===== src/rtl/alu_result_writeback_pkg.sv =====
// Shared definitions for the ALU result writeback stage.
package alu_result_writeback_pkg;

  // Flag register bit positions, packed {P,S,C,Z}
  localparam int unsigned FLG_Z = 0;
  localparam int unsigned FLG_C = 1;
  localparam int unsigned FLG_S = 2;
  localparam int unsigned FLG_P = 3;

  // Branch condition select codes
  localparam logic [2:0] COND_ALW = 3'd0;
  localparam logic [2:0] COND_Z   = 3'd1;
  localparam logic [2:0] COND_NZ  = 3'd2;
  localparam logic [2:0] COND_C   = 3'd3;
  localparam logic [2:0] COND_NC  = 3'd4;
  localparam logic [2:0] COND_PS  = 3'd5;
  localparam logic [2:0] COND_MI  = 3'd6;
  localparam logic [2:0] COND_PO  = 3'd7;

  typedef enum logic [0:0] {
    IDLE = 1'b0,
    WB   = 1'b1
  } wb_state_t;

endpackage


===== src/rtl/alu_result_writeback_flag_cond_eval.sv =====
// Combinational branch-condition evaluation from the stored flags.
module flag_cond_eval
  import alu_result_writeback_pkg::*;
(
  input  logic [3:0] flags,
  input  logic [2:0] cond_sel,
  output logic       cond_true
);

  // Select one flag (or its complement) by condition code
  always_comb begin
    cond_true = 1'b0;
    case (cond_sel)
      COND_ALW: cond_true = 1'b1;
      COND_Z:   cond_true = flags[FLG_Z];
      COND_NZ:  cond_true = ~flags[FLG_Z];
      COND_C:   cond_true = flags[FLG_C];
      COND_NC:  cond_true = ~flags[FLG_C];
      COND_PS:  cond_true = flags[FLG_S];
      COND_MI:  cond_true = ~flags[FLG_S];
      COND_PO:  cond_true = flags[FLG_P];
      default:  cond_true = 1'b0;
    endcase
  end

endmodule


===== src/rtl/alu_result_writeback.sv =====
// Result/flag capture stage behind the ALU with a valid/ready writeback port.
module alu_result_writeback
  import alu_result_writeback_pkg::*;
#(
  parameter int unsigned DATA_W   = 8,
  parameter int unsigned DEST_W   = 3,
  parameter logic [3:0]  FLAG_RST = 4'b0100
) (
  input  logic              clk,
  input  logic              rst,
  input  logic [DATA_W-1:0] alu_out,
  input  logic [3:0]        alu_flags,
  input  logic              alu_valid,
  input  logic [3:0]        flag_we,
  input  logic              wb_en,
  input  logic [DEST_W-1:0] dest_sel,
  input  logic              flag_ld,
  input  logic [3:0]        flag_ld_data,
  input  logic [2:0]        cond_sel,
  input  logic              wb_ready,
  output logic              wb_valid,
  output logic [DATA_W-1:0] wb_data,
  output logic [DEST_W-1:0] wb_dest,
  output logic [3:0]        flags_q,
  output logic              cin_out,
  output logic              cond_true,
  output logic              busy,
  output logic              drop_err
);

  wb_state_t state;
  logic      accept;
  logic      capture;

  assign busy     = (state == WB) & ~wb_ready;
  assign accept   = alu_valid & ~busy;
  assign capture  = accept & wb_en;
  assign wb_valid = (state == WB);
  assign cin_out  = flags_q[FLG_C];

  // Handshake FSM: any capture lands in WB, a completed handshake without a new capture returns to IDLE
  always_ff @(posedge clk or posedge rst) begin
    if (rst) begin
      state <= IDLE;
    end else if (capture) begin
      state <= WB;
    end else if (state == WB && wb_ready) begin
      state <= IDLE;
    end
  end

  // Writeback data/destination registers, held while stalled
  always_ff @(posedge clk or posedge rst) begin
    if (rst) begin
      wb_data <= '0;
      wb_dest <= '0;
    end else if (capture) begin
      wb_data <= alu_out;
      wb_dest <= dest_sel;
    end
  end

  // Flag register: direct load wins over a masked ALU update
  always_ff @(posedge clk or posedge rst) begin
    if (rst) begin
      flags_q <= FLAG_RST;
    end else if (flag_ld) begin
      flags_q <= flag_ld_data;
    end else if (accept) begin
      flags_q <= (flag_we & alu_flags) | (~flag_we & flags_q);
    end
  end

  // Sticky record of a result offered while the stage was stalled
  always_ff @(posedge clk or posedge rst) begin
    if (rst) begin
      drop_err <= 1'b0;
    end else if (alu_valid && busy) begin
      drop_err <= 1'b1;
    end
  end

  flag_cond_eval u_cond (
    .flags     (flags_q),
    .cond_sel  (cond_sel),
    .cond_true (cond_true)
  );

endmodule


===== config.mk =====
export PLATFORM = sky130hd
export DESIGN_NAME = alu_result_writeback
export DESIGN_NICKNAME = d
export VERILOG_FILES = /design/src/rtl/alu_result_writeback_pkg.sv /design/src/rtl/alu_result_writeback_flag_cond_eval.sv /design/src/rtl/alu_result_writeback.sv
export SDC_FILE = /design/constraint.sdc
export NUM_CORES = 1
export LEC_CHECK = 0
export ABC_AREA = 1
export BUFFER_PORTS_ARGS = -buffer_cell sky130_fd_sc_hd__buf_4
export CORE_MARGIN = 1.5
export CORE_UTILIZATION = 41
export CTS_BUF_LIST = sky130_fd_sc_hd__clkbuf_8 sky130_fd_sc_hd__clkbuf_16
export CTS_CLUSTER_DIAMETER = 60
export DETAILED_ROUTE_END_ITERATION = 16
export HOLD_SLACK_MARGIN = 0.08
export PLACE_DENSITY = 0.76
export SETUP_SLACK_MARGIN = 0.15
export SLEW_MARGIN = 20
export SYNTH_ARGS = -nofsm -noshare
export SYNTH_HDL_FRONTEND = slang
export SYNTH_SLANG_ARGS = --single-unit

===== constraint.sdc =====
create_clock -name clk -period 1.2 [get_ports clk]
set_clock_uncertainty 0.1 [all_clocks]
set_input_delay 0.06 -clock clk [delete_from_list [all_inputs] [get_ports clk]]
set_output_delay 0.06 -clock clk [all_outputs]
set_load 0.02 [all_outputs]

==> key figures <==
Status
  • Outcome: finished, violations left
  • Failing checks: setup timing

Cells and area
  • Final Net Count: 232
  • Area occupied by registers: 429 um^2
  • Fin cells: 226
  • Area of the multi-input gates: between 400 and 500 um^2
  • Share of layout cells above drive strength 1: 0.508
  • Fillers: 81
  • Ant. Diodes: 0
  • Syn-to-layout area delta: 112%
  • Layout Utilization: 0.917

CTS
  • Root buffer cell: clkbuf_8
  • Number of buffers created by CTS: 3
  • CTS max path bufs: 2
  • H-tree levels: 1
  • Clk_lat worst skew: 240 ps
  • CTS clk-pin slew, worst paths: 60 ps
  • CTS tree: yes
  • CTS sink cnt: 17

Logic synthesis
  • Yosys warnings: 0
  • Ys async rst share: 1.00
  • Ys flop type: dfrtp_1
  • Post-synth top cells: 61 x nand2_1, 18 x nand3_1, 16 x dfrtp_1
  • Top cells by area, synth: dfrtp_1 48%, nand2_1 27%, nand3_1 11%
  • Post-synth top area share: 0.477
  • Synth Net Count: between 100 and 150
  • Cells after synthesis: 113
  • Most frequent cell after synthesis: nand2_1
  • Cell accounting for the most synthesized area: dfrtp_1
  • Synthesized flop and latch total: 17
  • Post-synthesis cell type count: 12
  • Synthesized area: 840 um^2
  • Avg Synthesized Cell Area: 7.43 um^2
  • Sequential area share after synthesis: 0.508
  • Post-synth EDFFs: 0

Placed design
  • Inst Count DP: 189
  • Buffers added on ports: between 50 and 60
  • Detailed Place HPWL: 1.67 mm
  • RePlAce Congestion: 0.760

Worst setup path
  • Slowest cell on crit path: dfstp_2
  • Worst reg-to-reg path cell count: 7
  • Worst-path cell chain: inv_2, nand2_1, nand3_1, nand3_1, nand2_2, buf_6
  • CP required: 1040 ps
  • CP Buf/Inv Count: 2
  • Worst setup EP type: output port
  • Worst path depth: 6
  • Most used cell along the critical path: nand3_1
  • Worst path max stage delay: 570 ps
  • CP Max Fanout: 4
  • Kind of critical path: reg2out
  • Crit path max-delay family: flip-flops
  • Worst setup SP type: flop
  • Data arrival, critical path: approximately 1300 ps

Detailed routing
  • 1st-iter DRT viols: 9
  • Vias per cell: about 4.8
  • WL final: 3.15 mm
  • Routed len/inst: approximately 14 um
  • Post-route ant nets: 0
  • Via count: roughly 1100
  • Drt drc: 0
  • DR pass1 iterations: 4

Floorplan
  • Die Wd: 48.3 um
  • Placeable core area: between 0.0015 and 0.002 mm^2
  • Row count: 16
  • IO Pins: between 50 and 60
  • Die ar.: roughly 0.0023 mm^2
  • Chip Height: roughly 48 um
  • Starting Density: 0.432

Global route
  • First-pass GRT wire length: approximately 4.3 mm
  • Remaining Overflow, GRT: 0
  • Initial antenna violation count: 0
  • Vias in the first global route: between 1000 and 1500
  • GRT Total Usage: 0.265
  • Largest net degree at the start of global routing: 13

STA
  • Crit path time final: ~1400 ps
  • Hold Slack: 89.2 ps
  • Slew HR: 0.697
  • Final worst slack: -208 ps
  • Max Clk Rate: 710 MHz
  • Final Setup Violations: 1
  • Period utilization: 1.17
  • Final Max Tran Viols: 0
  • Worst Max-Slew Pin Slew: 454 ps
  • Setup repair after global routing missed its margin: yes
  • Final Hold Vio Count: 0

Power and ir drop
  • Static leakage: 0.945 nW
  • Pwr Total: 1.84 mW
  • Worst vdd ir: 1030 uV
  • Power Density: 1030 mW/mm^2

Job
  • Max-cap violations: 0

Hold path
  • Hold Path Depth: 3
  • Hold crit path type: in2reg
[stage by stage]
stage	instance area [um^2]	worst slack, ps	setup TNS [ps]
after detailed placement	1260	51.2	0
after global placement	1260	86.5	0
after global routing	1780	-284	-354
after floorplan	862	112	0
after CTS	1730	-177	-177
final	1780	-208	-208
[cell type report]
cell class | instances | share of cell area
repair buffers | 84 | 0.408
flip-flops and latches | 17 | 0.241
clock inverters | 1 | 0.00281
inverters | 10 | 0.0239
repair inverters | 1 | 0.00492
multi-input cells | 83 | 0.278
clock buffers | 3 | 0.0232
well taps | 27 | 0.0190
[where the power goes]
group          total, mW  switching (mW)  internal [mW]
combinational      0.707           0.358          0.350
clock              0.413           0.184          0.230
sequential         0.722          0.0656          0.656
[per-layer routing]
layer | vias up | part of all wire | global-route usage
li1 | 523 | - | -
met1 | 520 | 0.40 | 0.325
met2 | 46 | 0.54 | 0.489
met3 | 2 | 0.059 | 0.0296
met4 | 0 | 0.0054 | 0.0649
met5 | - | 0 | 0
[final timing paths]
path	to	slack, ps	from
hold / removal	drop_err	90	wb_ready
max in group asynchronous	wb_valid	300	rst
setup / recovery	cond_true	-210	flop
hold reg to reg	drop_err	380	drop_err
setup reg to reg	flop	0	wb_valid
min in group asynchronous	wb_data[6]	250	rst
[cell families (layout without fill, tap and decap cells)]
logic type	Yosys count	after routing	share of synthesized area
AND/OR/NAND/NOR	81	82	0.399
flip-flops	17	17	0.508
buffers and inverters	14	99	0.0819
AO/OA/AOI/OAI	1	1	0.0104
[what timing repair did]
item / CTS / global route
pin swaps: 10 / 9
gates cloned: 2 / 0
hold endpoints to repair: 33 / 0
endpoints found under the setup margin: 18 / 21
buffers inserted: 5 / 0
gates resized for setup: 30 / 17
hold buffers: 26 / 0
[worst reg2reg max path, cell delays in order, from the launching register on]
cell     delay [ps]
dfrtp_2         430
nand2_4          90
buf_6           110
buf_8           120
nand3_2          80
nand2_1          90
nand2_1          60
nand2_1          70
[layout by cell type, fill, tap and decap left out, types with 2 or more instances in the layout]
cell,count
nand2_4,2
buf_4,51
nand3_1,9
dfrtp_2,2
nand2_2,18
buf_6,6
nand3_2,6
inv_6,2
nand3_4,5
dlygate4sd3_1,26
inv_2,2
inv_1,7
nand2_1,42
dfrtp_1,14
clkbuf_8,3
No activity file was read; power rests on OpenSTA's default activity.
